[src/rtl/median_linebuf_sched.sv]
// Median line-buffer scheduler: column RMW sequencing, row-valid tracking, window gating; MEDIAN_FLUSH_EN adds bottom-row drain.
// rd->wr latency 1 clken cycle; clken low holds all state and masks strobes; in_valid has no ready (always accepted in RUN).
module median_linebuf_sched #(
  parameter int DATA_W = 9,
  parameter int ROWS   = 10,
  parameter int AW     = 11
) (
  input  logic            clk,
  input  logic            rst,
  input  logic            clken,
  input  logic            start,
  input  logic [AW-1:0]   width,
  input  logic [AW-1:0]   height,
  input  logic [1:0]      window_size,
  input  logic            in_valid,
  output logic            rd_en,
  output logic [AW-1:0]   rd_addr,
  output logic            wr_en,
  output logic [AW-1:0]   wr_addr,
  output logic [ROWS-1:0] row_valid,
  output logic            filt_en,
  output logic            zero_inj,
  output logic            busy,
  output logic            frame_done
);

  localparam int RSW = $clog2(ROWS + 1);
  localparam int WORD_W = ROWS * DATA_W;
  localparam logic [AW-1:0] ONE = {{(AW-1){1'b0}}, 1'b1};

  if (ROWS < 3 || WORD_W < ROWS) begin : g_bad_cfg
    $error("median_linebuf_sched: ROWS must be >= 3 and DATA_W >= 1");
  end

  typedef enum logic [1:0] {S_IDLE, S_RUN, S_DRAIN, S_DONE} state_t;

  state_t          state_q, state_d;
  logic [AW-1:0]   width_q, width_d, height_q, height_d;
  logic [RSW-1:0]  p_q, p_d, p_dec;
  logic [AW-1:0]   col_q, col_d, row_q, row_d;
  logic [ROWS-2:0] rv_q, rv_d;
  logic [RSW-1:0]  rows_seen_q, rows_seen_d;
  logic            wr_vld_q, wr_vld_d;
  logic [AW-1:0]   wr_addr_q, wr_addr_d;
  logic [ROWS-1:0] row_valid_q, row_valid_d;
  logic            filt_q, filt_d, zinj_q, zinj_d;
  logic            accept, in_drain, col_last;

  always_comb begin
    p_dec = RSW'(2);
    case (window_size)
      2'd0: p_dec = RSW'(2);
      2'd1: p_dec = RSW'(4);
      2'd2: p_dec = RSW'(8);
      default: p_dec = RSW'(10);
    endcase
  end

`ifdef MEDIAN_FLUSH_EN
  logic [AW-1:0] drain_last;
  assign in_drain   = (state_q == S_DRAIN);
  assign drain_last = {{(AW-RSW+1){1'b0}}, p_q[RSW-1:1]} - ONE;
`else
  assign in_drain = 1'b0;
`endif

  assign accept   = clken & (((state_q == S_RUN) & in_valid) | in_drain);
  assign col_last = (col_q == width_q - ONE);

  always_comb begin
    state_d     = state_q;
    width_d     = width_q;
    height_d    = height_q;
    p_d         = p_q;
    col_d       = col_q;
    row_d       = row_q;
    rv_d        = rv_q;
    rows_seen_d = rows_seen_q;
    wr_vld_d    = wr_vld_q;
    wr_addr_d   = wr_addr_q;
    row_valid_d = row_valid_q;
    filt_d      = filt_q;
    zinj_d      = zinj_q;

    // Write stage only advances on clken so a held read lines up with its write.
    if (clken) begin
      wr_vld_d = accept;
      filt_d   = accept & (rows_seen_q >= p_q);
      zinj_d   = accept & in_drain;
      if (accept) begin
        wr_addr_d   = col_q;
        row_valid_d = {rv_q, ~in_drain};
      end
    end

    if (accept) begin
      col_d = col_last ? '0 : col_q + ONE;
      if (col_last) begin
        row_d = row_q + ONE;
        rv_d  = {rv_q[ROWS-3:0], ~in_drain};
        if (rows_seen_q != RSW'(ROWS)) rows_seen_d = rows_seen_q + RSW'(1);
      end
    end

    case (state_q)
      S_IDLE: begin
        if (start && clken) begin
          width_d     = width;
          height_d    = height;
          p_d         = p_dec;
          col_d       = '0;
          row_d       = '0;
          rv_d        = '0;
          rows_seen_d = '0;
          row_valid_d = '0;
          state_d     = (width == '0 || height == '0) ? S_DONE : S_RUN;
        end
      end
      S_RUN: begin
        if (accept && col_last && row_q == height_q - ONE) begin
`ifdef MEDIAN_FLUSH_EN
          state_d = S_DRAIN;
          row_d   = '0;
`else
          state_d = S_DONE;
`endif
        end
      end
`ifdef MEDIAN_FLUSH_EN
      S_DRAIN: begin
        if (accept && col_last && row_q == drain_last) state_d = S_DONE;
      end
`endif
      S_DONE: begin
        if (clken) state_d = S_IDLE;
      end
      default: state_d = S_IDLE;
    endcase
  end

  always_ff @(posedge clk) begin
    if (!rst) begin
      state_q     <= S_IDLE;
      width_q     <= '0;
      height_q    <= '0;
      p_q         <= '0;
      col_q       <= '0;
      row_q       <= '0;
      rv_q        <= '0;
      rows_seen_q <= '0;
      wr_vld_q    <= 1'b0;
      wr_addr_q   <= '0;
      row_valid_q <= '0;
      filt_q      <= 1'b0;
      zinj_q      <= 1'b0;
    end else begin
      state_q     <= state_d;
      width_q     <= width_d;
      height_q    <= height_d;
      p_q         <= p_d;
      col_q       <= col_d;
      row_q       <= row_d;
      rv_q        <= rv_d;
      rows_seen_q <= rows_seen_d;
      wr_vld_q    <= wr_vld_d;
      wr_addr_q   <= wr_addr_d;
      row_valid_q <= row_valid_d;
      filt_q      <= filt_d;
      zinj_q      <= zinj_d;
    end
  end

  assign rd_en      = accept;
  assign rd_addr    = col_q;
  assign wr_en      = wr_vld_q & clken;
  assign wr_addr    = wr_addr_q;
  assign row_valid  = row_valid_q;
  assign filt_en    = filt_q & clken;
  assign zero_inj   = zinj_q;
  assign busy       = (state_q != S_IDLE);
  assign frame_done = (state_q == S_DONE) & clken;

endmodule

[config.mk]
export PLATFORM = sky130hd
export DESIGN_NAME = median_linebuf_sched
export DESIGN_NICKNAME = d
export VERILOG_FILES = /design/src/rtl/median_linebuf_sched.sv
export SDC_FILE = /design/constraint.sdc
export NUM_CORES = 1
export LEC_CHECK = 0
export BUFFER_PORTS_ARGS = -buffer_cell sky130_fd_sc_hd__buf_2
export CORE_AREA = 2 2 136 138
export DETAILED_ROUTE_END_ITERATION = 12
export DIE_AREA = 0 0 138 140
export PLACE_DENSITY = 0.44
export SLEW_MARGIN = 20
export SYNTH_ARGS = -nofsm -noshare
export SYNTH_HDL_FRONTEND = slang
export SYNTH_SLANG_ARGS = --single-unit
[constraint.sdc]
create_clock -name clk -period 6.87 [get_ports clk]
set_clock_uncertainty 0.05 [all_clocks]
set_input_delay 1.0305 -clock clk [delete_from_list [all_inputs] [get_ports clk]]
set_output_delay 1.0305 -clock clk [all_outputs]
set_load 0.005 [all_outputs]
Yosys cells after proc, flatten, opt, wreduce, memory -nomap -nowiden
Cells that the tools add are included.
- add/subtract/negate cells: 5
- muxes and demuxes: 27
- bitwise gates (word level): 6
- reductions and logical operators: 12
- $lt $le $gt $ge: 1
- equal/unequal tests: 10
- operators by type and width (kind ; count):
    $mux W11 ; 8
    $mux W10 ; 4
    $mux W9 ; 4
    $add A11 B1 Y11 const B ; 2
    $eq A11 B11 Y1 ; 2
    $logic_not A11 Y1 ; 2
    $sub A11 B1 Y11 const B ; 2
    $mux W4 ; 5
    $pmux W4 S3 ; 1
    $mux W2 ; 4
    $and A1 B1 Y1 ; 6
    $pmux W2 S3 ; 1
    $add A4 B1 Y4 const B ; 1
    $eq A2 B1 Y1 const B ; 2
    $eq A2 B2 Y1 const B ; 2
    $ge A4 B4 Y1 ; 1
    $logic_not A2 Y1 ; 2
    $ne A2 B2 Y1 const B ; 2
    $ne A4 B4 Y1 const B ; 1
    $reduce_and A2 Y1 ; 2
    $logic_and A1 B1 Y1 ; 3
    $reduce_and A3 Y1 ; 1
    $ne A2 B1 Y1 const B ; 1
    $reduce_bool A2 Y1 ; 1
    $logic_or A1 B1 Y1 ; 1
- input bits: 29
- output and inout bits: 38
- flip-flop bits (word level): 86
- word-level logic and storage cells: 73

Longest topological paths before layout
- word-level depth: 7
- gate-level depth with buffers: 12

Worst setup path after synthesis
No wires, ideal clock.
- kind: register -> register
- start point: register width_q[0]
- end point: register row_q[6]
- path slack: 3950 ps
- setup time: 70 ps
- period minus slack after synthesis: 2920 ps
- stages on the path, launching flop included: 11
- data arrival time: 2800 ps
- required time: 6750 ps
- path through: dfxtp_1 > buf_6 > inv_1 > ha_1 > or3b_1 > or4_1 > a2111oi_4 > o211ai_2 > buf_6 > or4_1 > a21oi_1
- word-level cells in the longest chain between the ends: 6
- ends and longest elaborated chain (item ; line ; RTL):
    from (decl) ; 38 ; logic [AW-1:0] width_q, width_d, height_q, height_d;
    from (signal assigned) ; 158 ; width_q <= width_d;
    $sub A11 B1 Y11 (*) ; 68 ; assign col_last = (col_q == width_q - ONE);
    $eq A11 B11 Y1 (*) ; 68 ;
    $mux W11 (*) ; 98 ; if (col_last) begin
    $mux W11 (*) ; 96 ; if (accept) begin
    $mux W11 ; 107 ; if (start && clken) begin
    $mux W11 (*) ; 105 ; case (state_q)
    to (signal assigned) ; 162 ; row_q <= row_d;
    to (decl) ; 40 ; logic [AW-1:0] col_q, col_d, row_q, row_d;
Mark *: on every way between the ends. The rest lies on a longest branch, timed or not.
A chain may end at the register's enable or synchronous reset.

Final worst setup path
- start point: register width_q[0]
- end point: register rv_q[4]
- word-level cells in the longest chain between the ends: 6
- ends and longest elaborated chain (item ; line ; RTL):
    $sub A11 B1 Y11 (*) ; 68 ;
    $eq A11 B11 Y1 (*) ; 68 ;
    $mux W9 (*) ; 98 ;
    $mux W9 (*) ; 96 ;
    $mux W9 ; 107 ;
    $mux W9 (*) ; 105 ;
    to (signal assigned) ; 163 ; rv_q <= rv_d;
    to (decl) ; 41 ; logic [ROWS-2:0] rv_q, rv_d;
Marked as above.

==> impl_summary.txt <==
----------------------------------------------------
[Finish]
  Filler Cell Count ... 1922
  Filler-free cell count of the finished design ... 812
  Proportion of layout cells with a drive suffix above 1 ... 16.5%
  Antenna cell count ... 0
  # nets final ... 619
  Area of the multi-input gates ... between 2000 and 2500 µm²
  Layout overhead on the synthesized area ... 19.0%
  Register area ... 1700 µm²

[Critical path]
  CP required ... around 7000 ps
  Type of element launching the critical path ... flip-flop
  Maximum net fanout on the critical path ... 29
  CP Class ... flip-flop to flip-flop
  Worst EP arrival ... 3550 ps
  Critical Path End Type ... flip-flop

[Placed design]
  Global placer's final weighted congestion ... ~0.81
  Placed wire-length estimate after detailed placement ... 8490 µm
  Setup slack at placement ... 3300 ps
  # port buffers ... 65
  Cell count after placement ... 796

[Global route]
  Global route total overflow ... 0
  Number of antenna violations at the first check in global routing ... 0
  Largest net degree at the start of global routing ... just under 50
  Via count of the first global-routing pass ... 3617
  Wire length of the first global-routing pass ... 19500 µm
  GRT Overall Usage ... 12.6%

[STA]
  Setup repair after global routing missed its margin ... false
  Portion of the clock cycle consumed by the worst path in the final layout ... 48.2%
  Worst slack on hold paths ... 408 ps
  Final setup violation count ... 0
  Post-layout minimum cycle time ... 3310 ps
  Slew Viols, Final ... 0
  Number of hold-slack violations in the final timing report ... 0
  Headroom to the max-slew limit ... 40.1%
  Minimum setup slack in the final design ... between 3000 and 4000 ps
  Setup TNS after final layout ... 0 ps
  Worst-margin pin slew ... 899 ps
  Maximum operating frequency ... 0.302 GHz

[CTS]
  Clock root cell ... sky130_fd_sc_hd__clkbuf_16
  Worst-case clock buffer depth ... 2
  Clock latency of the later-clocked register in the worst-skew pair ... between 300 and 400 ps
  Number of CTS-inserted buffers ... 9
  Hold-fix buffer count after cts ... 0
  Number of clock sinks seen by CTS ... 85
  Number of buffers added for setup after CTS ... 0
  Post-cts sizing count ... 0
  CTS clock-pin slew for the worst setup and hold paths ... approximately 70 ps
  TritonCTS clock tree ... built
  H-tree levels ... 3

[Route]
  Post-route met1 wirelength ... 6340 µm
  Top Metal Used ... met4
  Number of iterations in the first detailed-routing pass ... 4
  Length of routed met3 wiring ... 461 µm
  Routed len/inst ... 14.9 µm
  Number of violations reported at the end of detailed-routing iteration 0 ... 187
  Detailed route wirelength on metal2 ... 5140 µm
  Post-detailed-route DRC marker count ... 0
  Average vias per placed instance ... 4.74
  Total wire length after detailed routing ... around 12000 µm
  Antenna violation net count after detailed routing ... 0
  DR vias ... 3848

[Yosys]
  Post-synth EDFFs ... 0
  Post-Syn Instances ... about 530
  Synth Flop Type ... sky130_fd_sc_hd__dfxtp_1
  Number of distinct library cells after synthesis ... 57
  Mean area per synthesized cell ... between 8 and 9 µm²
  Total nets after synthesis ... 572
  Area leader, netlist ... sky130_fd_sc_hd__dfxtp_1
  Post-synth top area share ... 39.0%
  Synth cell count leaders ... 118 x sky130_fd_sc_hd__nand2_1, 85 x sky130_fd_sc_hd__dfxtp_1, 37 x sky130_fd_sc_hd__a21boi_0
  Total standard cell area after synthesis ... 4370 µm²
  Async SR Flop Fraction ... 0%
  Count leader, synth ... sky130_fd_sc_hd__nand2_1
  Share of synthesized area occupied by flip-flops and latches ... 39.0%
  #FFs+latches synth ... 85
  Cells taking the most area after synthesis ... sky130_fd_sc_hd__dfxtp_1 39%, sky130_fd_sc_hd__nand2_1 10%, sky130_fd_sc_hd__a21boi_0 6.4%
  Count of synthesis-stage warnings from yosys ... 0

[Min path]
  Classification of the worst-slack hold path ... flip-flop to flip-flop

[Floorplan]
  Chip height ... 140 µm
  Horiz. Die Dim ... between 100 and 150 µm
  Standard-cell rows ... 49
  Die outline area ... 19300 µm²
  Core Region ... roughly 18000 µm²
  Top-Level Pins ... 67
  Initial standard-cell utilization of the core ... about 25%

[Power]
  Power density over cell area ... around 220 nW/µm²
  Cell leakage power ... 1.97 nW
  Overall Power ... ~1.1 mW
  Maximum VDD drop ... 0.132 mV

[Status]
  Outcome ... completed

[Run]
  Max-capacitance violation count ... 0

----------------------------------------------------
-- metal layers --
metal / global-route usage [%] / vias to the layer above
met5: 0 / -
met4: 3.87 / 0
met3: 3.42 / 13
met2: 19.2 / 76
met1: 17.4 / 1806
li1: - / 1953
-- stage by stage --
step	area (µm²)	util, %
after floorplan	4370	-
after global placement	4870	27.4
after detailed placement	4870	27.4
after CTS	5190	29.2
after global routing	5200	29.2
final	5200	29.2
-- state kept, by name, indices dropped and copies added, names as in the netlist --
| name | flops |
|---|---|
| filt_q | 1 |
| height_q | 11 |
| p_q | 3 |
| rd_addr | 11 |
| row_q | 11 |
| row_valid | 10 |
| rows_seen_q | 4 |
| rv_q | 9 |
| state_q | 2 |
| width_q | 11 |
| wr_addr | 11 |
| wr_vld_q | 1 |
-- cell families after synthesis --
family,share of synthesized area [%]
simple gates,24.9
compound gates,18.0
flops,39.0
buf+inv,4.84
xor+xnor,7.62
fa+ha+maj,3.44
mux,2.06
other cells,0.0859
-- where the power goes --
part           switching [mW]  total, mW  internal [mW]  leakage, nW
logic                  0.0626      0.106         0.0437         1.13
registers              0.0113      0.512          0.500        0.688
clock network           0.229      0.521          0.291        0.157
-- worst paths after layout --
path	startpoint	to	slack [ps]	cells after the start
worst max-delay path	width_q[0]$_SDFFE_PN0P_	rv_q[4]$_SDFF_PN0_	3560	8
worst min-delay path	row_valid[3]$_SDFF_PN0_	row_valid[3]$_SDFF_PN0_	410	2
worst max register to register	width_q[0]$_SDFFE_PN0P_	rv_q[4]$_SDFF_PN0_	3560	8
worst min register to register	row_valid[3]$_SDFF_PN0_	row_valid[3]$_SDFF_PN0_	410	2
-- cells in the final DEF (no fill, tap or decap), types with 2 or more instances in the layout --
master,Yosys,final
sky130_fd_sc_hd__nor3_1,17,17
sky130_fd_sc_hd__o21ai_1,2,2
sky130_fd_sc_hd__o41ai_1,2,2
sky130_fd_sc_hd__o311a_1,2,2
sky130_fd_sc_hd__nand2b_1,2,2
sky130_fd_sc_hd__buf_4,1,5
sky130_fd_sc_hd__nor4_1,7,7
sky130_fd_sc_hd__buf_2,1,65
sky130_fd_sc_hd__xor2_1,19,19
sky130_fd_sc_hd__a21boi_0,37,37
sky130_fd_sc_hd__a31oi_1,2,2
sky130_fd_sc_hd__dfxtp_1,85,85
sky130_fd_sc_hd__and3_1,7,7
sky130_fd_sc_hd__or3_1,4,4
sky130_fd_sc_hd__a41oi_1,2,2
sky130_fd_sc_hd__or4_4,2,2
sky130_fd_sc_hd__inv_8,0,2
sky130_fd_sc_hd__o211a_1,2,2
sky130_fd_sc_hd__clkbuf_16,0,9
sky130_fd_sc_hd__and4_1,2,2
sky130_fd_sc_hd__and2_1,5,5
sky130_fd_sc_hd__nand2_1,118,118
sky130_fd_sc_hd__mux2i_1,9,9
sky130_fd_sc_hd__or4_1,9,9
sky130_fd_sc_hd__nand4_1,4,4
sky130_fd_sc_hd__nor4b_1,4,4
sky130_fd_sc_hd__a31o_1,2,2
sky130_fd_sc_hd__nand3_1,19,18
sky130_fd_sc_hd__a21oi_1,31,31
sky130_fd_sc_hd__ha_1,12,12
sky130_fd_sc_hd__nor2_1,12,12
sky130_fd_sc_hd__o21ai_0,12,12
sky130_fd_sc_hd__inv_1,17,17
sky130_fd_sc_hd__xnor2_1,19,19
sky130_fd_sc_hd__o31ai_1,9,9
-- critical path: stages (launching register included) --
cell                        delay (ps)
sky130_fd_sc_hd__dfxtp_1           380
sky130_fd_sc_hd__inv_1              80
sky130_fd_sc_hd__ha_1              290
sky130_fd_sc_hd__or3b_1            430
sky130_fd_sc_hd__or4_1             470
sky130_fd_sc_hd__a2111oi_4         440
sky130_fd_sc_hd__o211ai_4          310
sky130_fd_sc_hd__nor2_4            540
sky130_fd_sc_hd__mux2i_1           250
-- area by class of cell --
class / instances / area share [%]
timing repair buffer: 70 / 6.98
inverter: 17 / 1.23
clock inverter: 7 / 1.76
tap: 229 / 5.51
multi-input combinational: 395 / 47.5
clock buffer: 9 / 4.33
sequential: 85 / 32.7
No activity file was read; power rests on OpenSTA's default activity.
